**config.mk**
```make
export PLATFORM = sky130hd
export DESIGN_NAME = counter_unit_flat
export DESIGN_NICKNAME = d
export VERILOG_FILES = /design/src/rtl/counter_unit_if.sv /design/src/rtl/counter_unit.sv /design/src/flat_wrapper.sv
export SDC_FILE = /design/constraint.sdc
export NUM_CORES = 1
export LEC_CHECK = 0
export ABC_CLOCK_PERIOD_IN_PS = 11550
export CAP_MARGIN = 20
export CORE_ASPECT_RATIO = 0.75
export CORE_MARGIN = 8
export CORE_UTILIZATION = 30
export DETAILED_ROUTE_END_ITERATION = 6
export PLACE_DENSITY_LB_ADDON = 0.08
export SLEW_MARGIN = 10
export SYNTH_ARGS = -nofsm -noshare
export SYNTH_HDL_FRONTEND = slang
export SYNTH_SLANG_ARGS = --single-unit
export TNS_END_PERCENT = 5
```
**constraint.sdc**
```tcl
create_clock -name i_clk -period 11.55 [get_ports i_clk]
set_input_delay 3.465 -clock i_clk [delete_from_list [all_inputs] [get_ports i_clk]]
set_output_delay 3.465 -clock i_clk [all_outputs]
set_load 0.02 [all_outputs]
```
**src/rtl/counter_unit_if.sv**
```systemverilog
// Control/status bundle for one counter channel.
// master = the side that programs the channel, slave = the counter itself.
interface counter_unit_if #(
    parameter int WIDTH = 16,
    parameter int EVT_W = 8
);
    logic             i_start;
    logic             i_stop;
    logic             i_oneshot;
    logic [1:0]       i_out_mode;
    logic [WIDTH-1:0] i_top;
    logic [WIDTH-1:0] i_cmp;
    logic             i_evt_clr;
    logic [WIDTH-1:0] o_cnt;
    logic             o_busy;
    logic             o_wrap;
    logic             o_done;
    logic             o_douta;
    logic [EVT_W-1:0] o_evt_cnt;

    modport master (
        output i_start, i_stop, i_oneshot, i_out_mode, i_top, i_cmp, i_evt_clr,
        input  o_cnt, o_busy, o_wrap, o_done, o_douta, o_evt_cnt
    );

    modport slave (
        input  i_start, i_stop, i_oneshot, i_out_mode, i_top, i_cmp, i_evt_clr,
        output o_cnt, o_busy, o_wrap, o_done, o_douta, o_evt_cnt
    );
endinterface

```
**src/rtl/counter_unit.sv**
```systemverilog
// One counter channel: counts 0..i_top, flags wraps, counts wrap events and
// drives a registered waveform (hold / toggle / PWM / pulse) on o_douta.
//
//   state   | meaning
//   --------+-----------------------------------------------
//   ST_IDLE | stopped; o_cnt and o_douta hold their values
//   ST_RUN  | counting; o_busy=1
module counter_unit #(
    parameter int WIDTH = 16,
    parameter int EVT_W = 8
) (
    input  logic           i_clk,
    input  logic           i_rst,
    counter_unit_if.slave  bus
);

    typedef enum logic {ST_IDLE = 1'b0, ST_RUN = 1'b1} state_t;

    localparam logic [1:0] MODE_HOLD   = 2'b00;
    localparam logic [1:0] MODE_TOGGLE = 2'b01;
    localparam logic [1:0] MODE_PWM    = 2'b10;
    localparam logic [1:0] MODE_PULSE  = 2'b11;

    state_t           state, state_next;
    logic [WIDTH-1:0] cnt, cnt_next;
    logic             busy, busy_next;
    logic             wrap, wrap_next;
    logic             done, done_next;
    logic             douta, douta_next;
    logic [EVT_W-1:0] evt, evt_next;

    // A wrap only counts when nothing else (stop or restart) claims the cycle.
    // Using >= lets a live lowering of i_top below the count wrap at once.
    logic run_free;
    logic wrap_evt;
    assign run_free = (state == ST_RUN) && !bus.i_stop && !bus.i_start;
    assign wrap_evt = run_free && (cnt >= bus.i_top);

    // State register.
    always_ff @(posedge i_clk) begin
        if (i_rst) state <= ST_IDLE;
        else       state <= state_next;
    end

    // Next-state logic: stop always wins over start.
    always_comb begin
        state_next = state;
        case (state)
            ST_IDLE: begin
                if (bus.i_start && !bus.i_stop) state_next = ST_RUN;
            end
            ST_RUN: begin
                if (bus.i_stop)                        state_next = ST_IDLE;
                else if (wrap_evt && bus.i_oneshot)    state_next = ST_IDLE;
            end
            default: state_next = ST_IDLE;
        endcase
    end

    // Output logic: next values for every registered output.
    always_comb begin
        cnt_next   = cnt;
        busy_next  = (state_next == ST_RUN);
        wrap_next  = 1'b0;
        done_next  = 1'b0;
        douta_next = douta;
        evt_next   = evt;

        case (state)
            ST_IDLE: begin
                if (bus.i_start && !bus.i_stop) cnt_next = '0;
            end
            ST_RUN: begin
                if (bus.i_stop) begin
                    cnt_next = cnt;
                end else if (bus.i_start) begin
                    cnt_next = '0;
                end else if (wrap_evt) begin
                    cnt_next  = bus.i_oneshot ? cnt : '0;
                    wrap_next = 1'b1;
                    done_next = bus.i_oneshot;
                end else begin
                    cnt_next = cnt + WIDTH'(1);
                end
            end
            default: cnt_next = cnt;
        endcase

        // Waveform only moves while running; a stopping cycle freezes it too.
        if (state == ST_RUN && !bus.i_stop) begin
            case (bus.i_out_mode)
                MODE_HOLD:   douta_next = douta;
                MODE_TOGGLE: douta_next = douta ^ wrap_evt;
                MODE_PWM:    douta_next = (cnt_next < bus.i_cmp);
                MODE_PULSE:  douta_next = wrap_evt;
                default:     douta_next = douta;
            endcase
        end

        // Clear beats a simultaneous wrap; otherwise saturate at all-ones.
        if (bus.i_evt_clr)         evt_next = '0;
        else if (wrap_evt && !(&evt)) evt_next = evt + EVT_W'(1);
    end

    // Output registers.
    always_ff @(posedge i_clk) begin
        if (i_rst) begin
            cnt   <= '0;
            busy  <= 1'b0;
            wrap  <= 1'b0;
            done  <= 1'b0;
            douta <= 1'b0;
            evt   <= '0;
        end else begin
            cnt   <= cnt_next;
            busy  <= busy_next;
            wrap  <= wrap_next;
            done  <= done_next;
            douta <= douta_next;
            evt   <= evt_next;
        end
    end

    assign bus.o_cnt     = cnt;
    assign bus.o_busy    = busy;
    assign bus.o_wrap    = wrap;
    assign bus.o_done    = done;
    assign bus.o_douta   = douta;
    assign bus.o_evt_cnt = evt;

endmodule
```
**src/flat_wrapper.sv**
```systemverilog
// flat-port wrapper written by rule: the top's interface ports become plain ports
module counter_unit_flat 
#(
    parameter int WIDTH = 16,
    parameter int EVT_W = 8
)
  (i_clk, i_rst, bus_i_start, bus_i_stop, bus_i_oneshot, bus_i_out_mode, bus_i_top, bus_i_cmp, bus_i_evt_clr, bus_o_cnt, bus_o_busy, bus_o_wrap, bus_o_done, bus_o_douta, bus_o_evt_cnt);
  counter_unit_if #(.WIDTH(WIDTH), .EVT_W(EVT_W)) bus_i ();
  input  logic i_clk;
  input  logic i_rst;
  input wire logic [$bits(bus_i.i_start)-1:0] bus_i_start;
  input wire logic [$bits(bus_i.i_stop)-1:0] bus_i_stop;
  input wire logic [$bits(bus_i.i_oneshot)-1:0] bus_i_oneshot;
  input wire logic [$bits(bus_i.i_out_mode)-1:0] bus_i_out_mode;
  input wire logic [$bits(bus_i.i_top)-1:0] bus_i_top;
  input wire logic [$bits(bus_i.i_cmp)-1:0] bus_i_cmp;
  input wire logic [$bits(bus_i.i_evt_clr)-1:0] bus_i_evt_clr;
  output wire logic [$bits(bus_i.o_cnt)-1:0] bus_o_cnt;
  output wire logic [$bits(bus_i.o_busy)-1:0] bus_o_busy;
  output wire logic [$bits(bus_i.o_wrap)-1:0] bus_o_wrap;
  output wire logic [$bits(bus_i.o_done)-1:0] bus_o_done;
  output wire logic [$bits(bus_i.o_douta)-1:0] bus_o_douta;
  output wire logic [$bits(bus_i.o_evt_cnt)-1:0] bus_o_evt_cnt;
  assign bus_i.i_start = bus_i_start;
  assign bus_i.i_stop = bus_i_stop;
  assign bus_i.i_oneshot = bus_i_oneshot;
  assign bus_i.i_out_mode = bus_i_out_mode;
  assign bus_i.i_top = bus_i_top;
  assign bus_i.i_cmp = bus_i_cmp;
  assign bus_i.i_evt_clr = bus_i_evt_clr;
  assign bus_o_cnt = bus_i.o_cnt;
  assign bus_o_busy = bus_i.o_busy;
  assign bus_o_wrap = bus_i.o_wrap;
  assign bus_o_done = bus_i.o_done;
  assign bus_o_douta = bus_i.o_douta;
  assign bus_o_evt_cnt = bus_i.o_evt_cnt;
  counter_unit #(.WIDTH(WIDTH), .EVT_W(EVT_W)) u_core (.i_clk(i_clk), .i_rst(i_rst), .bus(bus_i));
endmodule
```
==> qor.csv, run 1 <==
stage;metric;value;unit
sta;period_share;0.649;
clock_tree;cts.repair.resized;0;
detailed_routing;ant_nets;0;
sta;slew_violations;0;
detailed_routing;firstDrtPassIters;4;
outcome;status;finished, final reports clean;
synthesis;avgSynthCellArea;7.76;um^2
detailed_routing;vias;2498;
sta;rsz0062_at_grt;false;
global_route;grt_pass1_wl;12.3;mm
critical_path;slowest_stage;and3_1;
critical_path;crit_start;bus_i_top[9];
synthesis;synth.yosys.warnings;0;
power_and_ir_drop;powerDensity;62.9;nW/um^2
detailed_routing;dr_wl_met2;3.10;mm
clock_tree;cts_setup_buffers;0;
floorplan;die-area;11500;um^2
critical_path;critPathBufInv;2;
cells_and_area;fin_nets;457;
clock_tree;clk-insertion-delay-late;0.28;ns
critical_path;path_delay_family;compound AO/OA/AOI/OAI gates;
placement;place.detailed.hpwl;5.95;mm
clock_tree;clock_sinks;28;
detailed_routing;drc;0;
global_route;grt_overflow;0;
sta;skew;0.00323;ns
critical_path;arrival;7.72;ns
global_route;antenna_found_initial;0;
critical_path;worstPathCellList;clkdlybuf4s50_1 > inv_1 > ha_1 > a21oi_1 > o21a_1 > a2bb2oi_1 > and3_1 > mux2_2 > a31o_2 > ha_1 > a21o_1 > a21o_1 > a21oi_1 > nand2_1 > a311oi_1 > o32ai_1 > nor2_1;
synthesis;synthCells;320;
detailed_routing;routedWlPerCell;15.7;um
floorplan;core;7950;um^2
power_and_ir_drop;ir_drop;0.0000676;V
clock_tree;ctsHtreeMaxLevel;1;
floorplan;fp.dieW;121;um
cells_and_area;syn2layout_area_growth;34.2;%
detailed_routing;wl_met3;677;um
detailed_routing;viasPerCell;5.12;
critical_path;required;11.78;ns
detailed_routing;wl_met1;3.77;mm
sta;worst_pin_slew;0.874;ns
placement;port_buffers;67;
sta;max_freq;0.133;GHz
power_and_ir_drop;power.leakage;1.40;nW
sta;layout_min_cycle_time;7.49;ns
placement;placed_cell_area;3260;um^2
global_route;grt_max_degree;22;
detailed_routing;drtIter0Drc;139;
flow_run;drv_cap;0;
cells_and_area;drive_above_1_share;0.0757;
floorplan;io_pins;68;
critical_path;path_max_fanout;14;
cells_and_area;post-route-util;0.419;
clock_tree;clock_path_buffers;2;
cells_and_area;final_area;3330;um^2
sta;max-slew-margin-rel;0.416;
sta;tns;0;ns
critical_path;r2r_start;u_core.bus.o_cnt[9]$_SDFF_PP0_;
synthesis;synth_top_area_frac;0.226;
clock_tree;ctsHoldBuffers;0;
sta;setup-violations-final;0;
synthesis;synth_ff_type;dfxtp_1;
clock_tree;cts_tree;built;
synthesis;synth_top_cell_by_area;dfxtp_1;
min_path;hold_path.class;register to register;
global_route;grt.total_usage;0.132;
floorplan;std_cell_rows;28;
floorplan;initial_utilization;0.312;
synthesis;syn_nets;393;
cells_and_area;mostFrequentLayoutCells;67 x clkdlybuf4s50_1, 36 x inv_1, 35 x nand2_1, 33 x ha_1, 28 x dfxtp_1;
clock_tree;cts_buffers;3;
critical_path;cp-end-kind;register;
global_route;grt_pass1_vias;2403;
clock_tree;clockRootBuffer;clkbuf_8;
floorplan;dieHeight;94.8;um
detailed_routing;routed.top_layer;met4;
synthesis;ys_types;51;
sta;finalHoldViolCount;0;
critical_path;start_kind;input port;
cells_and_area;final_common_cell;clkdlybuf4s50_1;
synthesis;yosysSeqAreaShare;0.226;
synthesis;async_flop_share;0;
sta;hold_ws;0.562;ns
cells_and_area;antenna_cells;0;
min_path;hp-start;u_core.bus.o_evt_cnt[6]$_SDFFE_PP0P_;
synthesis;ys_top_cells_by_area;dfxtp_1 23%, ha_1 17%, inv_1 5.4%;
synthesis;synth_edf_count;0;
placement;routabilityCongestion;0.765;
detailed_routing;wl;7.64;mm
synthesis;synthesis.area;2480;um^2
critical_path;path_class;input port to register;
critical_path;max_stage_delay;0.71;ns
synthesis;ys_seq_elements;28;
clock_tree;clk_pin_slew;0.11;ns
report_power, final:
group          switching (W)  leakage (nW)  internal, W
sequential       0.000000327         0.226    0.0000968
combinational      0.0000146          1.14    0.0000174
clock              0.0000340        0.0357    0.0000465
total              0.0000489          1.40     0.000161
path summary, 6_finish.rpt:
kind                                                to  slack (ns)  depth (start not counted)
setup reg to reg       u_core.bus.o_douta$_SDFFE_PP0P_        7.18                         15
hold / removal    u_core.bus.o_evt_cnt[6]$_SDFFE_PP0P_        0.56                          2
setup / recovery       u_core.bus.o_douta$_SDFFE_PP0P_        4.06                         17
hold reg to reg   u_core.bus.o_evt_cnt[6]$_SDFFE_PP0P_        0.56                          2
stage by stage:
stage | setup WS [ns] | power, W | std cells
global route | 3.83 | 0.000221 | 488
detailed placement | 3.82 | 0.000131 | 484
global placement | 3.84 | 0.000131 | 484
CTS | 4.11 | 0.000213 | 488
finish | 4.06 | 0.000210 | 488
floorplan | 4.84 | 0.000113 | 320
worst reg2reg max path, cell delays in order (launching register included):
cell and delay (ns):
dfxtp_1 0.53, ha_1 0.31, a21oi_1 0.18, o21a_1 0.13, a2bb2oi_1 0.42, and3_1 0.71
mux2_2 0.41, a31o_2 0.26, ha_1 0.18, a21o_1 0.17, a21o_1 0.18, a21oi_1 0.22
nand2_1 0.09, a311oi_1 0.33, o32ai_1 0.12, nor2_1 0.09
cells in the mapped netlist, types with 2 or more instances:
cell type	count
ha_1	33
nor4_1	2
or4_1	2
nor2b_1	15
o21ai_0	11
a31o_2	9
nand4_1	10
nand3b_1	3
a21oi_1	16
a31oi_1	5
inv_1	36
mux2i_1	6
nor3_1	9
or3_1	2
nand2_1	35
o41ai_1	6
nand2b_1	2
a21o_1	4
xor2_1	5
o31ai_1	2
nor2_1	25
o21a_1	2
nand3_1	9
clkbuf_1	8
mux2_2	6
and3_1	2
a311oi_1	2
or2_2	2
dfxtp_1	28
o211a_1	2
layer usage:
| layer | up-vias | global-route usage |
|---|---|---|
| li1 | 1277 | - |
| met1 | 1144 | 0.179 |
| met2 | 69 | 0.196 |
| met3 | 8 | 0.0453 |
| met4 | 0 | 0.0280 |
| met5 | - | 0 |
sequential cells by signal, indices dropped and copies added (netlist names):
| name | count |
|---|---|
| u_core.bus.o_evt_cnt | 8 |
| u_core.bus.o_wrap | 1 |
| u_core.bus.o_douta | 1 |
| u_core.bus.o_done | 1 |
| u_core.bus.o_cnt | 16 |
| u_core.state | 1 |
kinds of logic after synthesis:
group | count (synthesis) | synth area share
simple gates | 124 | 0.255
compound gates | 71 | 0.210
buf+inv | 46 | 0.0700
fa+ha+maj | 33 | 0.166
flops | 28 | 0.226
mux | 12 | 0.0514
xor+xnor | 6 | 0.0212
final cells by class:
class | instances | area [um^2]
Tap cell | 105 | 131
Sequential cell | 28 | 561
Clock buffer | 3 | 41.3
Clock inverter | 1 | 30.0
Multi-Input combinational cell | 246 | 1750
Timing Repair Buffer | 69 | 686
Fill cell | 853 | 4620
Inverter | 36 | 135
(Power assumes the default switching activity.)
==> run 2: changes to the inputs <==
--- a/config.mk
+++ b/config.mk
@@ -5,7 +5,7 @@
 export SDC_FILE = /design/constraint.sdc
 export NUM_CORES = 1
 export LEC_CHECK = 0
-export ABC_CLOCK_PERIOD_IN_PS = 11550
+export ABC_CLOCK_PERIOD_IN_PS = 7200
 export CAP_MARGIN = 20
 export CORE_ASPECT_RATIO = 0.75
 export CORE_MARGIN = 8
==> constraint.sdc (replaced) <==
create_clock -name i_clk -period 7.2 [get_ports i_clk]
set_input_delay 2.16 -clock i_clk [delete_from_list [all_inputs] [get_ports i_clk]]
set_output_delay 2.16 -clock i_clk [all_outputs]
set_load 0.02 [all_outputs]
==> results of run 2 <==
The final DEF is identical to that of run 1. Status: finished, final reports clean.
Among the figures that moved: setup slack after placement 3.82 ns -> 0.774 ns; setup slack after layout 4.06 ns -> 1.01 ns; register-to-register setup slack 7.18 ns -> 2.83 ns; total power 0.000210 W -> 0.000336 W; worst IR drop on VDD 0.0000676 V -> 0.000108 V
